===== config.mk =====
export PLATFORM = sky130hd
export DESIGN_NAME = mandel_pixel_packer
export DESIGN_NICKNAME = d
export VERILOG_FILES = /design/src/rtl/mandel_pkg.sv /design/src/rtl/mandel_sync_fifo.sv /design/src/rtl/mandel_pixel_packer.sv
export SDC_FILE = /design/constraint.sdc
export NUM_CORES = 1
export LEC_CHECK = 0
export ABC_CLOCK_PERIOD_IN_PS = 4000
export CORE_MARGIN = 5
export CORE_UTILIZATION = 55
export DETAILED_ROUTE_END_ITERATION = 16
export PLACE_DENSITY = 0.78
export RECOVER_POWER = 50
export REMOVE_ABC_BUFFERS = 1
export SLEW_MARGIN = 20
export SYNTH_ARGS = -nofsm -noshare
export SYNTH_HDL_FRONTEND = slang
export SYNTH_HIERARCHICAL = 1
export SYNTH_SLANG_ARGS = --single-unit

===== constraint.sdc =====
create_clock -name clk -period 4 [get_ports clk]
set_input_delay 0.4 -clock clk [delete_from_list [all_inputs] [get_ports clk]]
set_output_delay 0.4 -clock clk [all_outputs]
set_load 0.03 [all_outputs]

===== src/rtl/mandel_pkg.sv =====
// Shared types and helpers for the Mandelbrot pixel packer.
package mandel_pkg;

    // FIFO entry: {sof, eof, data[7:0]}
    localparam int unsigned ENTRY_W = 10;

    typedef enum logic [2:0] {
        StIdle,
        StIssue,
        StWaitStart,
        StWaitDone,
        StDrain
    } packer_state_t;

    function automatic int unsigned frame_pixels(input int unsigned w, input int unsigned h);
        return w * h;
    endfunction

    // Index width that never collapses to zero for tiny frames
    function automatic int unsigned idx_width(input int unsigned n);
        return (n > 1) ? $clog2(n) : 1;
    endfunction

endpackage


===== src/rtl/mandel_sync_fifo.sv =====
// Single-clock show-ahead FIFO with occupancy count and full/empty flags.
// Head reads as zero while the FIFO is empty.
module mandel_sync_fifo #(
    parameter int unsigned DEPTH = 8,
    parameter int unsigned DW    = 10
) (
    input  logic                     clk,
    input  logic                     rst_n,
    input  logic                     push,
    input  logic [DW-1:0]            push_data,
    input  logic                     pop,
    output logic [DW-1:0]            head,
    output logic                     full,
    output logic                     empty,
    output logic [$clog2(DEPTH):0]   count
);
    localparam int unsigned AW = $clog2(DEPTH);
    localparam int unsigned CW = AW + 1;

    logic [DW-1:0] mem [DEPTH];
    logic [AW-1:0] wr_ptr_q, rd_ptr_q;
    logic [CW-1:0] count_q;
    logic          do_push, do_pop;

    assign do_push = push && !full;
    assign do_pop  = pop && !empty;

    // Pointer and occupancy bookkeeping; pointers wrap since DEPTH is a power of two
    always_ff @(posedge clk or negedge rst_n) begin
        if (!rst_n) begin
            wr_ptr_q <= '0;
            rd_ptr_q <= '0;
            count_q  <= '0;
        end else begin
            if (do_push) wr_ptr_q <= wr_ptr_q + 1'b1;
            if (do_pop)  rd_ptr_q <= rd_ptr_q + 1'b1;
            if (do_push && !do_pop)      count_q <= count_q + 1'b1;
            else if (!do_push && do_pop) count_q <= count_q - 1'b1;
        end
    end

    // Storage array, no reset needed
    always_ff @(posedge clk) begin
        if (do_push) mem[wr_ptr_q] <= push_data;
    end

    assign full  = (count_q == CW'(DEPTH));
    assign empty = (count_q == '0);
    assign count = count_q;
    assign head  = empty ? '0 : mem[rd_ptr_q];

endmodule


===== src/rtl/mandel_pixel_packer.sv =====
// Paces the iteration engine one pixel at a time, packs two 4-bit results per
// byte and streams them with sof/eof tags through a small FIFO.
// Optional feature: define MANDEL_PACKER_STALL_CNT_EN to build the stall counter.
module mandel_pixel_packer
    import mandel_pkg::*;
#(
    parameter int unsigned WIDTH  = 320,
    parameter int unsigned HEIGHT = 240,
    parameter int unsigned DEPTH  = 8
) (
    input  logic        clk,
    input  logic        rst_n,
    input  logic        enable,
    input  logic        pix_running,
    input  logic [3:0]  pix_ctr,
    output logic        pix_run,
    output logic [7:0]  out_data,
    output logic        out_sof,
    output logic        out_eof,
    output logic        out_valid,
    input  logic        out_ready,
    output logic        busy,
    output logic        frame_done,
    output logic [15:0] stall_cycles
);
    localparam int unsigned NPIX  = frame_pixels(WIDTH, HEIGHT);
    localparam int unsigned IDX_W = idx_width(NPIX);
    localparam logic [IDX_W-1:0] LAST_IDX = IDX_W'(NPIX - 1);

    packer_state_t        state_q;
    logic [IDX_W-1:0]     pix_idx_q;
    logic                 half_q;
    logic [3:0]           hold_q;
    logic                 l_running_q;
    logic                 pix_run_q;
    logic                 frame_done_q;

    logic                 complete, is_last, push, pop;
    logic [ENTRY_W-1:0]   push_entry, head;
    logic [7:0]           push_byte;
    logic                 fifo_full, fifo_empty;
    logic [$clog2(DEPTH):0] fifo_count;

    assign complete  = (state_q == StWaitDone) && l_running_q && !pix_running;
    assign is_last   = (pix_idx_q == LAST_IDX);
    assign push      = complete && (half_q || is_last);
    // A lone last pixel lands in the high nibble with a zero pad
    assign push_byte = half_q ? {hold_q, pix_ctr} : {pix_ctr, 4'h0};
    // Byte holds pixel 0 when it covers pixel pair index 0
    assign push_entry = {((pix_idx_q >> 1) == '0), is_last, push_byte};
    assign pop       = out_valid && out_ready;

    mandel_sync_fifo #(
        .DEPTH (DEPTH),
        .DW    (ENTRY_W)
    ) u_fifo (
        .clk       (clk),
        .rst_n     (rst_n),
        .push      (push),
        .push_data (push_entry),
        .pop       (pop),
        .head      (head),
        .full      (fifo_full),
        .empty     (fifo_empty),
        .count     (fifo_count)
    );

    // Delayed engine running flag for falling-edge completion detection
    always_ff @(posedge clk or negedge rst_n) begin
        if (!rst_n) l_running_q <= 1'b0;
        else        l_running_q <= pix_running;
    end

    // Frame sequencing FSM with registered run and done pulses
    always_ff @(posedge clk or negedge rst_n) begin
        if (!rst_n) begin
            state_q      <= StIdle;
            pix_idx_q    <= '0;
            half_q       <= 1'b0;
            hold_q       <= 4'h0;
            pix_run_q    <= 1'b0;
            frame_done_q <= 1'b0;
        end else begin
            pix_run_q    <= 1'b0;
            frame_done_q <= 1'b0;
            unique case (state_q)
                StIdle: begin
                    if (enable) begin
                        pix_idx_q <= '0;
                        half_q    <= 1'b0;
                        state_q   <= StIssue;
                    end
                end
                StIssue: begin
                    if (!fifo_full && !pix_running) begin
                        pix_run_q <= 1'b1;
                        state_q   <= StWaitStart;
                    end
                end
                StWaitStart: begin
                    if (pix_running) state_q <= StWaitDone;
                end
                StWaitDone: begin
                    if (complete) begin
                        if (!half_q && !is_last) begin
                            hold_q <= pix_ctr;
                            half_q <= 1'b1;
                        end else begin
                            half_q <= 1'b0;
                        end
                        pix_idx_q <= pix_idx_q + 1'b1;
                        state_q   <= is_last ? StDrain : StIssue;
                    end
                end
                StDrain: begin
                    if (fifo_count == '0) begin
                        frame_done_q <= 1'b1;
                        state_q      <= StIdle;
                    end
                end
                default: state_q <= StIdle;
            endcase
        end
    end

`ifdef MANDEL_PACKER_STALL_CNT_EN
    logic [15:0] stall_q;

    // Saturating count of issue cycles blocked by a full FIFO, cleared per frame
    always_ff @(posedge clk or negedge rst_n) begin
        if (!rst_n) begin
            stall_q <= 16'h0000;
        end else if (state_q == StIdle && enable) begin
            stall_q <= 16'h0000;
        end else if (state_q == StIssue && fifo_full && stall_q != 16'hFFFF) begin
            stall_q <= stall_q + 16'h0001;
        end
    end

    assign stall_cycles = stall_q;
`else
    assign stall_cycles = 16'h0000;
`endif

    assign pix_run    = pix_run_q;
    assign frame_done = frame_done_q;
    assign busy       = (state_q != StIdle);
    assign out_valid  = !fifo_empty;
    assign out_sof    = head[9];
    assign out_eof    = head[8];
    assign out_data   = head[7:0];

endmodule


==> impl_metrics.env <==
export IMPL_nets=422
export IMPL_fp_dieW_um=109
export IMPL_worst_pin_slew_ns=2.08
export IMPL_finalSetupTns_ns=0
export IMPL_htree_levels=4
export IMPL_ys_seq_area_share_pct=62.5
export IMPL_synth_async_sr_flop_share_pct=32.2
export IMPL_syn_to_final_growth_pct=15.1
export IMPL_p_sw_mw=1.50
export IMPL_powerDensity_nw_per_um2=716
export IMPL_first_iter_violations=161
export IMPL_worst_setup_path_end_kind="flop"
export IMPL_synth_area_um2=5370
export IMPL_hold_buffers=0
export IMPL_cp_max_fo=7
export IMPL_io_buffers=22
export IMPL_rsz0062_at_grt="no"
export IMPL_clk_latency_ns=0.50
export IMPL_switching_share_pct=34.0
export IMPL_fillers=749
export IMPL_final_hold_viol_count=0
export IMPL_fmax_mhz=283
export IMPL_grt_overflow=0
export IMPL_crit_required_ns=4.36
export IMPL_grt_pass1_wl_um=16700
export IMPL_critPathLaunch="pix_idx_q[1]"
export IMPL_avgSynthCellArea_um2=14.5
export IMPL_ys_ff_latch=118
export IMPL_grt_max_degree=39
export IMPL_finalCritPeriodShare_pct=88.3
export IMPL_synth_edf_count=80
export IMPL_post_route_min_period_ns=3.53
export IMPL_finalMaxSlewViolations=39
export IMPL_vdd_drop_max_uv=385
export IMPL_skew_ns=0.0101
export IMPL_hp_class="in -> async"
export IMPL_power_mw=4.42
export IMPL_place_congestion=0.914
export IMPL_std_cell_rows=36
export IMPL_cp_slowest_cell="or4_1"
export IMPL_viasPerCell=5.78
export IMPL_wirelength_um=10500
export IMPL_seqPwrFrac_pct=38.8
export IMPL_grt_usage_pct=19.1
export IMPL_die_y_um=109
export IMPL_p_leak_nw=2.24
export IMPL_initial_core_util_pct=55.7
export IMPL_internal_power_mw=2.92
export IMPL_relSlewSlack_pct=-38.8
export IMPL_routedWlPerCell_um=19.0
export IMPL_clockRootBuffer="clkbuf_8"
export IMPL_io_pins=39
export IMPL_dp_hpwl_um=6690
export IMPL_synth_cell_types=56
export IMPL_violations="capacitance limit, slew limit"
export IMPL_cts_sinks=118
export IMPL_crit_family="simple AND/OR/NAND/NOR gates"
export IMPL_status="finished, violations left"
export IMPL_cts_resized=0
export IMPL_synth_warnings=6
export IMPL_drive_above_1_share_pct=16.9
export IMPL_first_global_vias=3202
export IMPL_antenna_found_initial=0
export IMPL_antenna_cells=0
export IMPL_cts_made_buffers=17
export IMPL_path_cells="ha_1, and4_1, nand3_1, nor2_1, o21a_1, nand2_1, inv_1, ha_1, inv_1, ha_1, or4_1, o211ai_1, o211ai_1"
export IMPL_coreArea_um2=9640
export IMPL_via_count=3190
export IMPL_final_cell_mix="80 x edfxtp_1, 38 x dfrtp_1, 20 x nand2_1, 20 x clkdlybuf4s50_1, 20 x mux4_2"
export IMPL_cts_buffer_depth=2
export IMPL_final_common_cell="edfxtp_1"
export IMPL_cp_data_arrival_time_ns=3.89
export IMPL_route_detailed_drc=0
export IMPL_post_cts_setup_buffers=0
export IMPL_cts_tree="built"
export IMPL_power_frac_comb_pct=32.7
export IMPL_netlist_instances=369
export IMPL_path_class="reg -> reg"
export IMPL_drt_first_pass_iters=5
export IMPL_setup_viol=0
export IMPL_cp_start_kind="flop"
export IMPL_critPathMaxStageDelay_ns=0.54
export IMPL_cpMostUsedCell="ha_1"
export IMPL_cap_violations=1
export IMPL_ant_nets=0
export IMPL_die_area_um2=11800
export IMPL_synth_ff_type="edfxtp_1"
export IMPL_critPathBufInv=2
export IMPL_clkSlewWorstSetupHoldPaths_ns=0.06
export IMPL_r2r_start="pix_idx_q[1]"
export IMPL_clockPowerShare_pct=28.6
==> metrics by stage <==
stage | utilization (%) | instance area [µm²] | hold WS (ns) | instances | worst slack (ns)
after global routing | 64.1 | 6180 | 0.525 | 552 | 0.226
final | 64.1 | 6180 | 0.499 | 552 | 0.469
after detailed placement | 59.1 | 5700 | 0.488 | 520 | 0.613
after global placement | 59.1 | 5700 | 0.481 | 520 | 0.812
after CTS | 64.3 | 6200 | 0.0365 | 552 | 0.569
after floorplan | - | 5220 | 0.104 | 353 | 0.811
==> final cells by class <==
| type | count | area (µm²) | share of cell area, % |
|---|---|---|---|
| Multi-Input combinational cell | 222 | 1800 | 29.2 |
| Inverter | 13 | 48.8 | 0.790 |
| Timing Repair Buffer | 34 | 300 | 4.86 |
| Clock inverter | 13 | 85.1 | 1.38 |
| Clock buffer | 19 | 422 | 6.82 |
| Sequential cell | 118 | 3350 | 54.3 |
| Tap cell | 133 | 166 | 2.69 |
==> final timing paths <==
kind / to / slack [ns] / depth (start not counted)
worst min-delay path: pix_run / 0.50 / 1
min in group clk: u_fifo/rd_ptr_q[2] / 0.50 / 1
max in group asynchronous: pix_idx_q[8] / 2.31 / 1
worst min register to register: u_fifo/rd_ptr_q[2] / 0.50 / 1
worst max register to register: u_fifo/count[3] / 0.47 / 13
worst max-delay path: u_fifo/count[3] / 0.47 / 13
==> state kept, by name (all words and copies together), names as in the netlist, 3 cells and up <==
register,count
u_fifo/rd_ptr_q,3
u_fifo/wr_ptr_q,3
u_fifo/count,4
state_q,3
pix_idx_q,17
hold_q,4
u_fifo/mem,80
==> cell usage after synthesis, drive strengths merged (5+ instances only) <==
library cell  instances  area (µm²)
nand3                13        70.1
mux2                 11         124
ha                    6        75.1
edfxtp               80        2400
inv                  13        48.8
a21oi                10        50.1
nand4                 6        37.5
mux4                 20         450
or4                   8        67.6
xnor2                 6        52.6
o211ai                7        57.6
nor2                 14        52.6
dfrtp                38         951
o21ai                14        70.1
nand2                20        75.1
a22o                 11        97.6
and2                  7        46.3
and4                  5        43.8
buf                  24         175
clkbuf                7        26.3
==> per-layer routing <==
| metal | GRT usage (%) | wire [µm] | part of all wire, % |
|---|---|---|---|
| met2 | 32.1 | 5530 | 53 |
| met1 | 24.8 | 4360 | 42 |
| met5 | 0 | 0 | 0 |
| met3 | 3.49 | 475 | 4.5 |
| met4 | 7.39 | 102 | 0.97 |
==> power groups by stage <==
stage	clock [mW]	sequential [mW]	combinational, mW
after floorplan	0	1.72	0.997
after global placement	0	1.73	1.43
after detailed placement	0	1.74	1.47
after CTS	1.29	1.71	1.48
after global routing	1.35	1.74	1.58
final	1.26	1.71	1.44
==> worst reg2reg max path, cell delays in order (launching register included) <==
cell and delay (ns):
dfrtp_1 0.41, ha_1 0.23, and4_1 0.33, nand3_1 0.26, nor2_1 0.22, o21a_1 0.20, nand2_1 0.13, inv_1 0.08
ha_1 0.26, inv_1 0.14, ha_1 0.37, or4_1 0.54, o211ai_1 0.11, o211ai_1 0.11
==> cells by family (layout without fill, tap and decap cells) <==
| logic type | Yosys count | after routing | synth area share [%] |
|---|---|---|---|
| compound gates | 58 | 58 | 7.57 |
| xor+xnor | 6 | 6 | 0.979 |
| fa+ha+maj | 7 | 7 | 1.77 |
| buf+inv | 44 | 79 | 4.66 |
| flops | 118 | 118 | 62.5 |
| mux | 32 | 32 | 10.9 |
| other cells | 1 | 16 | 0.0698 |
| simple gates | 103 | 103 | 11.6 |
No activity file was read; power rests on OpenSTA's default activity.
